[config.mk]
export PLATFORM = sky130hd
export DESIGN_NAME = change_dispenser
export DESIGN_NICKNAME = d
export VERILOG_FILES = /design/src/rtl/vending_pkg.sv /design/src/rtl/change_select.sv /design/src/rtl/change_dispenser.sv
export SDC_FILE = /design/constraint.sdc
export NUM_CORES = 1
export LEC_CHECK = 0
export CORE_MARGIN = 5
export CORE_UTILIZATION = 40
export CTS_CLUSTER_SIZE = 25
export DETAILED_ROUTE_END_ITERATION = 16
export HOLD_SLACK_MARGIN = 0.05
export PLACE_DENSITY = 0.58
export SLEW_MARGIN = 20
export SYNTH_ARGS = -nofsm -noshare
export SYNTH_HDL_FRONTEND = slang
export SYNTH_HIERARCHICAL = 1
export SYNTH_SLANG_ARGS = --single-unit
[constraint.sdc]
create_clock -name clk -period 2.42 [get_ports clk]
set_input_delay 0.726 -clock clk [delete_from_list [all_inputs] [get_ports clk]]
set_output_delay 0.726 -clock clk [all_outputs]
set_load 0.005 [all_outputs]
[src/rtl/vending_pkg.sv]
// ---------------------------------------------------------------------------
// vending_pkg
// Shared definitions for the vending machine payout path.
//   COIN1/COIN2/COIN5 : coin denominations (same values the coin acceptor uses)
//   PRICE             : product price
//   disp_state_t      : change dispenser FSM states
//   load_sel_t        : restock target encoding for load_sel
// ---------------------------------------------------------------------------
package vending_pkg;

   localparam int COIN1 = 1;
   localparam int COIN2 = 2;
   localparam int COIN5 = 5;
   localparam int PRICE = 5;

   typedef enum logic [2:0] {
      ST_IDLE,
      ST_SELECT,
      ST_EJECT,
      ST_WAIT_ACK,
      ST_DONE
   } disp_state_t;

   typedef enum logic [1:0] {
      LOAD_C1   = 2'd0,
      LOAD_C2   = 2'd1,
      LOAD_C5   = 2'd2,
      LOAD_NONE = 2'd3
   } load_sel_t;

endpackage

[src/rtl/change_select.sv]
// ---------------------------------------------------------------------------
// change_select
// Combinational greedy coin choice: the largest denomination that still fits
// in the remaining amount and is in stock. No backtracking.
// Ports:
//   remaining              in  amount still to pay
//   inv_c1/inv_c2/inv_c5   in  inventory of each denomination
//   found                  out a coin can be paid
//   d                      out chosen denomination (0 when found=0)
// ---------------------------------------------------------------------------
module change_select
   import vending_pkg::*;
#(
   parameter int AMT_W = 4,
   parameter int CNT_W = 4
) (
   input  logic [AMT_W-1:0] remaining,
   input  logic [CNT_W-1:0] inv_c1,
   input  logic [CNT_W-1:0] inv_c2,
   input  logic [CNT_W-1:0] inv_c5,
   output logic             found,
   output logic [AMT_W-1:0] d
);

   always_comb begin
      found = 1'b0;
      d     = '0;
      if (remaining >= AMT_W'(COIN5) && inv_c5 != '0) begin
         found = 1'b1;
         d     = AMT_W'(COIN5);
      end else if (remaining >= AMT_W'(COIN2) && inv_c2 != '0) begin
         found = 1'b1;
         d     = AMT_W'(COIN2);
      end else if (remaining >= AMT_W'(COIN1) && inv_c1 != '0) begin
         found = 1'b1;
         d     = AMT_W'(COIN1);
      end
   end

endmodule

[src/rtl/change_dispenser.sv]
// ---------------------------------------------------------------------------
// change_dispenser
// Pays a refund as a sequence of coin pulses to the hopper, largest coin
// first, from a per-denomination inventory. Reports unpaid remainder
// (shortfall) and hopper acknowledge timeout (fault).
// Ports:
//   clk, reset        clock, synchronous active-high reset
//   refund_valid/amt  refund request (accepted only while ready)
//   ready             high in IDLE
//   coin_out/_value   one-cycle coin pulse and its denomination
//   hopper_ack        hopper confirms the last coin
//   load_en/sel/cnt   restock: replace one inventory count (IDLE only)
//   done              one-cycle completion pulse
//   shortfall, fault  result of the last request, held until the next one
// ---------------------------------------------------------------------------
module change_dispenser
   import vending_pkg::*;
#(
   parameter int AMT_W       = 4,
   parameter int CNT_W       = 4,
   parameter int INIT_CNT    = 4,
   parameter int ACK_TIMEOUT = 8
) (
   input  logic             clk,
   input  logic             reset,
   input  logic             refund_valid,
   input  logic [AMT_W-1:0] refund_amt,
   output logic             ready,
   output logic             coin_out,
   output logic [AMT_W-1:0] coin_out_value,
   input  logic             hopper_ack,
   input  logic             load_en,
   input  logic [1:0]       load_sel,
   input  logic [CNT_W-1:0] load_cnt,
   output logic             done,
   output logic [AMT_W-1:0] shortfall,
   output logic             fault
);

   localparam int WAIT_W = $clog2(ACK_TIMEOUT + 1);

   disp_state_t      state, state_nxt;
   logic [AMT_W-1:0] remaining;
   logic [AMT_W-1:0] d_cur;
   logic [CNT_W-1:0] inv_c1, inv_c2, inv_c5;
   logic [WAIT_W-1:0] wait_cnt;
   logic             sel_found;
   logic [AMT_W-1:0] sel_d;
   logic             timeout;

   function automatic logic [AMT_W-1:0] sat_add(input logic [AMT_W-1:0] a,
                                                input logic [AMT_W-1:0] b);
      logic [AMT_W:0] sum;
      sum = {1'b0, a} + {1'b0, b};
      return sum[AMT_W] ? {AMT_W{1'b1}} : sum[AMT_W-1:0];
   endfunction

   change_select #(
      .AMT_W(AMT_W),
      .CNT_W(CNT_W)
   ) u_select (
      .remaining(remaining),
      .inv_c1   (inv_c1),
      .inv_c2   (inv_c2),
      .inv_c5   (inv_c5),
      .found    (sel_found),
      .d        (sel_d)
   );

   // Timeout fires on the last allowed ack-less cycle of WAIT_ACK.
   assign timeout = (state == ST_WAIT_ACK) && !hopper_ack &&
                    (wait_cnt == WAIT_W'(ACK_TIMEOUT - 1));

   always_comb begin
      state_nxt      = state;
      ready          = 1'b0;
      coin_out       = 1'b0;
      coin_out_value = '0;
      unique case (state)
         ST_IDLE: begin
            ready = 1'b1;
            if (refund_valid) state_nxt = ST_SELECT;
         end
         ST_SELECT:   state_nxt = sel_found ? ST_EJECT : ST_DONE;
         ST_EJECT: begin
            coin_out       = 1'b1;
            coin_out_value = d_cur;
            state_nxt      = ST_WAIT_ACK;
         end
         ST_WAIT_ACK: begin
            if (hopper_ack)   state_nxt = ST_SELECT;
            else if (timeout) state_nxt = ST_DONE;
         end
         ST_DONE:     state_nxt = ST_IDLE;
         default:     state_nxt = ST_IDLE;
      endcase
   end

   always_ff @(posedge clk) begin
      if (reset) begin
         state     <= ST_IDLE;
         remaining <= '0;
         d_cur     <= '0;
         inv_c1    <= CNT_W'(INIT_CNT);
         inv_c2    <= CNT_W'(INIT_CNT);
         inv_c5    <= CNT_W'(INIT_CNT);
         wait_cnt  <= '0;
         done      <= 1'b0;
         shortfall <= '0;
         fault     <= 1'b0;
      end else begin
         state <= state_nxt;
         // done is registered off the DONE state, so it appears the cycle after.
         done  <= (state == ST_DONE);
         unique case (state)
            ST_IDLE: begin
               // A restock in the same cycle as a request is visible to SELECT.
               if (load_en) begin
                  if (load_sel == LOAD_C1) inv_c1 <= load_cnt;
                  if (load_sel == LOAD_C2) inv_c2 <= load_cnt;
                  if (load_sel == LOAD_C5) inv_c5 <= load_cnt;
               end
               if (refund_valid) begin
                  remaining <= refund_amt;
                  shortfall <= '0;
                  fault     <= 1'b0;
               end
            end
            ST_SELECT: begin
               if (sel_found) d_cur     <= sel_d;
               else           shortfall <= remaining;
            end
            ST_EJECT: begin
               // change_select only picks stocked coins no larger than remaining.
               if (d_cur == AMT_W'(COIN5) && inv_c5 != '0) inv_c5 <= inv_c5 - CNT_W'(1);
               if (d_cur == AMT_W'(COIN2) && inv_c2 != '0) inv_c2 <= inv_c2 - CNT_W'(1);
               if (d_cur == AMT_W'(COIN1) && inv_c1 != '0) inv_c1 <= inv_c1 - CNT_W'(1);
               remaining <= remaining - d_cur;
               wait_cnt  <= '0;
            end
            ST_WAIT_ACK: begin
               if (timeout) begin
                  // Unacknowledged coin counts as unpaid; inventory stays
                  // decremented since the coin may be jammed in the hopper.
                  fault     <= 1'b1;
                  shortfall <= sat_add(remaining, d_cur);
               end else if (!hopper_ack) begin
                  wait_cnt <= wait_cnt + WAIT_W'(1);
               end
            end
            default: ;
         endcase
      end
   end

endmodule

==> reports/results.ini <==
[floorplan]
die_x_um=82.0
core_area_um2=5070
die_y_um=82.0
initial_core_util_pct=40.9
dieArea_um2=6720
io_pins=27
fp-row-count=26

[power_and_ir_drop]
leakage_nw=1.01
p_switching_mw=0.603
switching_share_pct=34.4
pwr-share-clk_pct=24.1
power_frac_seq_pct=37.3
powerDensity_nw_per_um2=672
intPower_mw=1.15
combPwrFrac_pct=38.5
ir_drop_mv=0.396
finalPower_mw=1.76

[min_path]
min_path_type=flip-flop to flip-flop
whs_path_depth=2

[yosys]
synth_cells=256
ys_ff_latch=33
postSynthAreaPerCell_um2=8.10
synth_area_um2=2070
synth.yosys.seq_area_share_pct=31.9
async_flop_share_pct=0
yosysWarnings=6
synth_edf_count=0
syn-num-nets=284
ys_types=56
ys.flop_type=dfxtp_1

[route]
drt_wl_total_mm=5.38
num_vias=1958
via_per_inst=5.35
drcViolationCount=0
ant_nets=0
wl_per_cell_um=14.7
drt_iter0_markers=164
first_pass_iters=5

[worst_setup_path]
cp_slowest_cell=or3b_4
endpoint_kind=output pin
worstPathCellList=or3b_4 -> inv_4 -> buf_4 -> buf_4 -> buf_4 -> clkdlybuf4s15_1
start_kind=flip-flop
critical_path_class=flip-flop to output pin
crit_top_cell=buf_4
cp_max_fo=3
ff2ff_path_depth=8
crit_arrival_ns=1.62
slowest_delay_ns=0.41
crit_required_ns=1.69

[timing]
fin_crit_ns=2.34
clock-skew-final_ns=0.00516
max_freq_mhz=427
drv_slew=0
slew_headroom_pct=59.5
tightest_slew_ns=0.608
finalSetupTns_ns=0
rsz0062_at_grt=no
setup_viol=0
finalHoldViolCount=0
period_share_pct=96.8

[cts]
clk_latency_ns=0.28
ctsRootBufferMaster=clkbuf_8
path_clk_slew_ns=0.07
clock_sinks=33
cts-buffers-inserted=5
cts.htree.levels=2
clock_path_buffers=2
cts_tree=built
holdBufCountCts=0

[place]
portBuffers=26
dp.cells=355
dp_hpwl_mm=3.97
gp_congestion=0.833
place_area_um2=2490

[global_route]
grt_pass1_vias=1835
grt_max_degree=20
grt_usage_pct=17.2
grt_pass1_wl_mm=8.89
antenna_found_initial=0
grt_overflow=0

[status]
status=finished, final reports clean

[final_layout]
layout.cells.non_filler=366
drive_above_1_share_pct=13.5
mostFrequentLayoutCell=nor2_1
final_area_um2=2610
syn_to_final_growth_pct=26.1
final_cell_mix=nor2_1, dfxtp_1, buf_4, clkdlybuf4s50_1, a21oi_1
layout.nets=324
num_antenna_cells=0

[job]
maxCapViolations=0

==> path summary, 6_finish.rpt <==
path,from,endpoint,slack [ns]
max reg2reg,remaining[0],shortfall[1],0.09
min,wait_cnt[1],wait_cnt[1],0.48
min reg2reg,wait_cnt[1],wait_cnt[1],0.48
max,state[2],coin_out,0.08
==> final cells by class <==
| cell class | count | area, µm² |
|---|---|---|
| Timing Repair Buffer | 48 | 420 |
| Inverter | 16 | 62.6 |
| Fill cell | 507 | 2460 |
| Multi-Input combinational cell | 192 | 1290 |
| Clock buffer | 7 | 86.3 |
| Sequential cell | 33 | 662 |
| Tap cell | 70 | 87.6 |
==> cell usage after synthesis (3+ instances only) <==
| cell | n | area, µm² |
|---|---|---|
| a311oi_1 | 5 | 43.8 |
| nand2b_1 | 5 | 31.3 |
| ha_1 | 11 | 138 |
| nand2_1 | 13 | 48.8 |
| a211oi_1 | 8 | 60.1 |
| dfxtp_1 | 33 | 661 |
| nor2_1 | 36 | 135 |
| xor2_1 | 3 | 26.3 |
| clkbuf_1 | 12 | 45.0 |
| nor3_1 | 12 | 60.1 |
| o21bai_1 | 5 | 37.5 |
| inv_1 | 16 | 60.1 |
| and3_1 | 3 | 18.8 |
| a2111oi_0 | 3 | 26.3 |
| o21ai_0 | 7 | 35.0 |
| nand3_1 | 3 | 15.0 |
| a21oi_1 | 20 | 100 |
| mux2i_1 | 5 | 50.1 |
==> timing repair <==
action                                  CTS  global route
gates resized for setup                   6             5
hold endpoints to repair                  0             0
endpoints found under the setup margin    5             4
pin swaps                                 1             1
buffers inserted                          3             1
==> critical path: cells and delay by family (launching register included) <==
kind                   cells  cell delay, ns
flip-flops                 1            0.32
buffers and inverters      5            0.60
AND/OR/NAND/NOR            1            0.41
==> cell families after synthesis <==
logic type | Yosys count | synth area share (%)
AND/OR/NAND/NOR | 99 | 24.8
buffers and inverters | 31 | 5.91
other | 1 | 0.181
multiplexers | 6 | 2.96
AO/OA/AOI/OAI | 68 | 23.6
XOR/XNOR | 5 | 2.11
adder cells (fa/ha/maj) | 13 | 8.57
flip-flops | 33 | 31.9
==> through the flow <==
| step | setup slack [ns] | hold slack (ns) | utilization, % |
|---|---|---|---|
| detailed placement | 0.0381 | 0.471 | 49.1 |
| finish | 0.0776 | 0.480 | 51.5 |
| global route | 0.000198 | 0.506 | 51.5 |
| global placement | 0.0801 | 0.466 | 49.1 |
| CTS | 0.0456 | 0.481 | 51.2 |
| floorplan | 0.213 | 0.444 | - |
==> layer usage <==
metal / routed length, µm / share of wire (%) / track usage [%] / vias to the layer above
met4: 27 / 0.50 / 3.49 / 0
met3: 340 / 6.3 / 4.50 / 2
met1: 2660 / 49 / 24.7 / 904
li1: - / - / - / 998
met5: 0 / 0 / 0 / -
met2: 2360 / 44 / 25.8 / 54
==> power by group through the flow <==
stage	clock network, mW	registers, mW	logic (mW)
floorplan	0	0.665	0.416
global placement	0	0.666	0.640
detailed placement	0	0.666	0.639
CTS	0.435	0.655	0.653
global route	0.470	0.663	0.745
finish	0.424	0.655	0.676
==> sequential cells by signal (all words and copies together), names as in the netlist <==
signal and flops:
d_cur 4, inv_c1 4, inv_c2 4, inv_c5 4
remaining 4, shortfall 4, wait_cnt 4, state 3
done 1, fault 1
(Power assumes the default switching activity.)
==> edit (same settings) <==
`CNT_W` is set to 4 in 2 places; all go to 6.
--- a/src/rtl/change_select.sv
+++ b/src/rtl/change_select.sv
@@ -12,7 +12,7 @@
    import vending_pkg::*;
 #(
    parameter int AMT_W = 4,
-   parameter int CNT_W = 4
+   parameter int CNT_W = 6
 ) (
    input  logic [AMT_W-1:0] remaining,
    input  logic [CNT_W-1:0] inv_c1,
--- a/src/rtl/change_dispenser.sv
+++ b/src/rtl/change_dispenser.sv
@@ -17,7 +17,7 @@
    import vending_pkg::*;
 #(
    parameter int AMT_W       = 4,
-   parameter int CNT_W       = 4,
+   parameter int CNT_W       = 6,
    parameter int INIT_CNT    = 4,
    parameter int ACK_TIMEOUT = 8
 ) (
Ports: changed (resized load_cnt); port bits go from 27 to 29. The function was not compared with the original's and may differ.
==> edit against the unedited design <==
  * Final cell count increased by 24%
  * Clock skew decreased by 0.0025 ns
  * Worst hold slack improved by 0.014 ns
  * Cell area increased by 29%
  * Setup slack got worse by 0.015 ns
  * Global-route usage increased by 1.2 points
  * Synthesized area increased by 26%
  * Power increased by 15%
  * Wire length increased by 43%
  * Critical path type is now flip-flop to flip-flop
  * Sequential cell count increased by 6
==> edit: results (changes against the unedited design) <==
metric,value,unit,change
outcome,finished clean,,
Critical Path Max Stage Delay,0.51,ns,+0.10 ns
largest net degree at the start of global routing,33,,+65%
DRT iter0 DRCs,136,,-17%
Placer Congestion,0.834,,+0.12%
routed wire length per instance,16.9,µm,+15%
CP Max Fanout,5,,+2
final net count,410,,+27%
dpl ws,-0.00215,ns,-0.0403 ns
Synth top cells by count,"dfxtp_1, nor2_1, a21oi_1, nand2_1, nor3_1",,
drt first pass iters,4,,-1
cell family with most CP delay,simple AND/OR/NAND/NOR gates,,
top cell type's share of synthesized area,0.298,,-0.0204
"Seq/Total Area, Yosys",0.298,,-0.0204
proportion of layout cells with a drive suffix above 1,0.164,,+0.0289
Setup Skew,0.00271,ns,-0.00245 ns
Pleak,1.32,nW,+30%
Crit-path slowest cell,or4_1,,
I/O Buffers,28,,+7.7%
number of global-route vias before repair,2489,,+36%
# fillers,618,,+22%
Synth cell types,64,,+14%
Worst Path Arrival,2.55,ns,+0.93 ns
Syn Nets,357,,+26%
GRT Total Usage,0.184,,+0.0118
edit: cell types whose count changed in the layout (fill, tap and decap cells not counted), moves of 4 or more:
cell / change
a211oi_1: -4
a21oi_1: +11
a221oi_1: +5
buf_4: +12
dfxtp_1: +6
nand2_1: +6
nand3_1: +4
nor3_1: +4
o22ai_1: +4
o32ai_1: +4
edit: through the flow:
step                cell area (µm²)  instances
floorplan                      2620        324
global placement               3180        445
detailed placement             3180        445
CTS                            3360        455
global route                   3370        455
finish                         3370        455
edit: kinds of logic (layout without fill, tap and decap cells):
| group | count (synthesis) | count (layout) | synth area share |
|---|---|---|---|
| mux | 6 | 6 | 0.0229 |
| flops | 39 | 39 | 0.298 |
| fa+ha+maj | 16 | 16 | 0.0822 |
| other cells | 1 | 1 | 0.00143 |
| simple gates | 128 | 128 | 0.262 |
| compound gates | 97 | 97 | 0.270 |
| buf+inv | 34 | 88 | 0.0535 |
| xor+xnor | 3 | 3 | 0.0100 |
edit: path summary, 6_finish.rpt:
kind              depth (start not counted)      start      endpoint  slack (ns)
setup / recovery                          7  inv_c5[1]  shortfall[0]        0.06
hold / removal                            2  inv_c5[5]     inv_c5[5]        0.49
setup reg to reg                          7  inv_c5[1]  shortfall[0]        0.06
hold reg to reg                           2  inv_c5[5]     inv_c5[5]        0.49
edit: report_power, final:
part,internal (W),switching [W]
logic,0.000302,0.000325
clock network,0.000412,0.000253
registers,0.000686,0.0000340
total,0.00140,0.000612
edit: cell type report:
class,count,share of cell area
clock buffers,5,0.0204
clock inverters,3,0.0201
inverters,17,0.0204
repair buffers,63,0.163
flip-flops and latches,39,0.232
well taps,77,0.0286
multi-input cells,251,0.515
edit: tightest hold or removal path, cell delays in order (launching register included):
cell and delay, ns:
dfxtp_1 0.34, nand2_1 0.06, o32ai_1 0.05
edit: repair_timing:
| action | in CTS | in global routing |
|---|---|---|
| buffers inserted | 2 | 0 |
| gates cloned | 0 | 0 |
| gates resized for setup | 14 | 2 |
| endpoints found under the setup margin | 7 | 8 |
| endpoints found under the hold margin | 0 | 0 |
| pin swaps | 4 | 3 |
edit: routing by layer:
metal | global-route usage | vias to the layer above | part of all wire
met5 | 0 | - | 0
met4 | 0.0391 | 0 | 0.0085
met3 | 0.0342 | 7 | 0.042
met2 | 0.289 | 57 | 0.46
met1 | 0.262 | 1234 | 0.49
li1 | - | 1327 | -
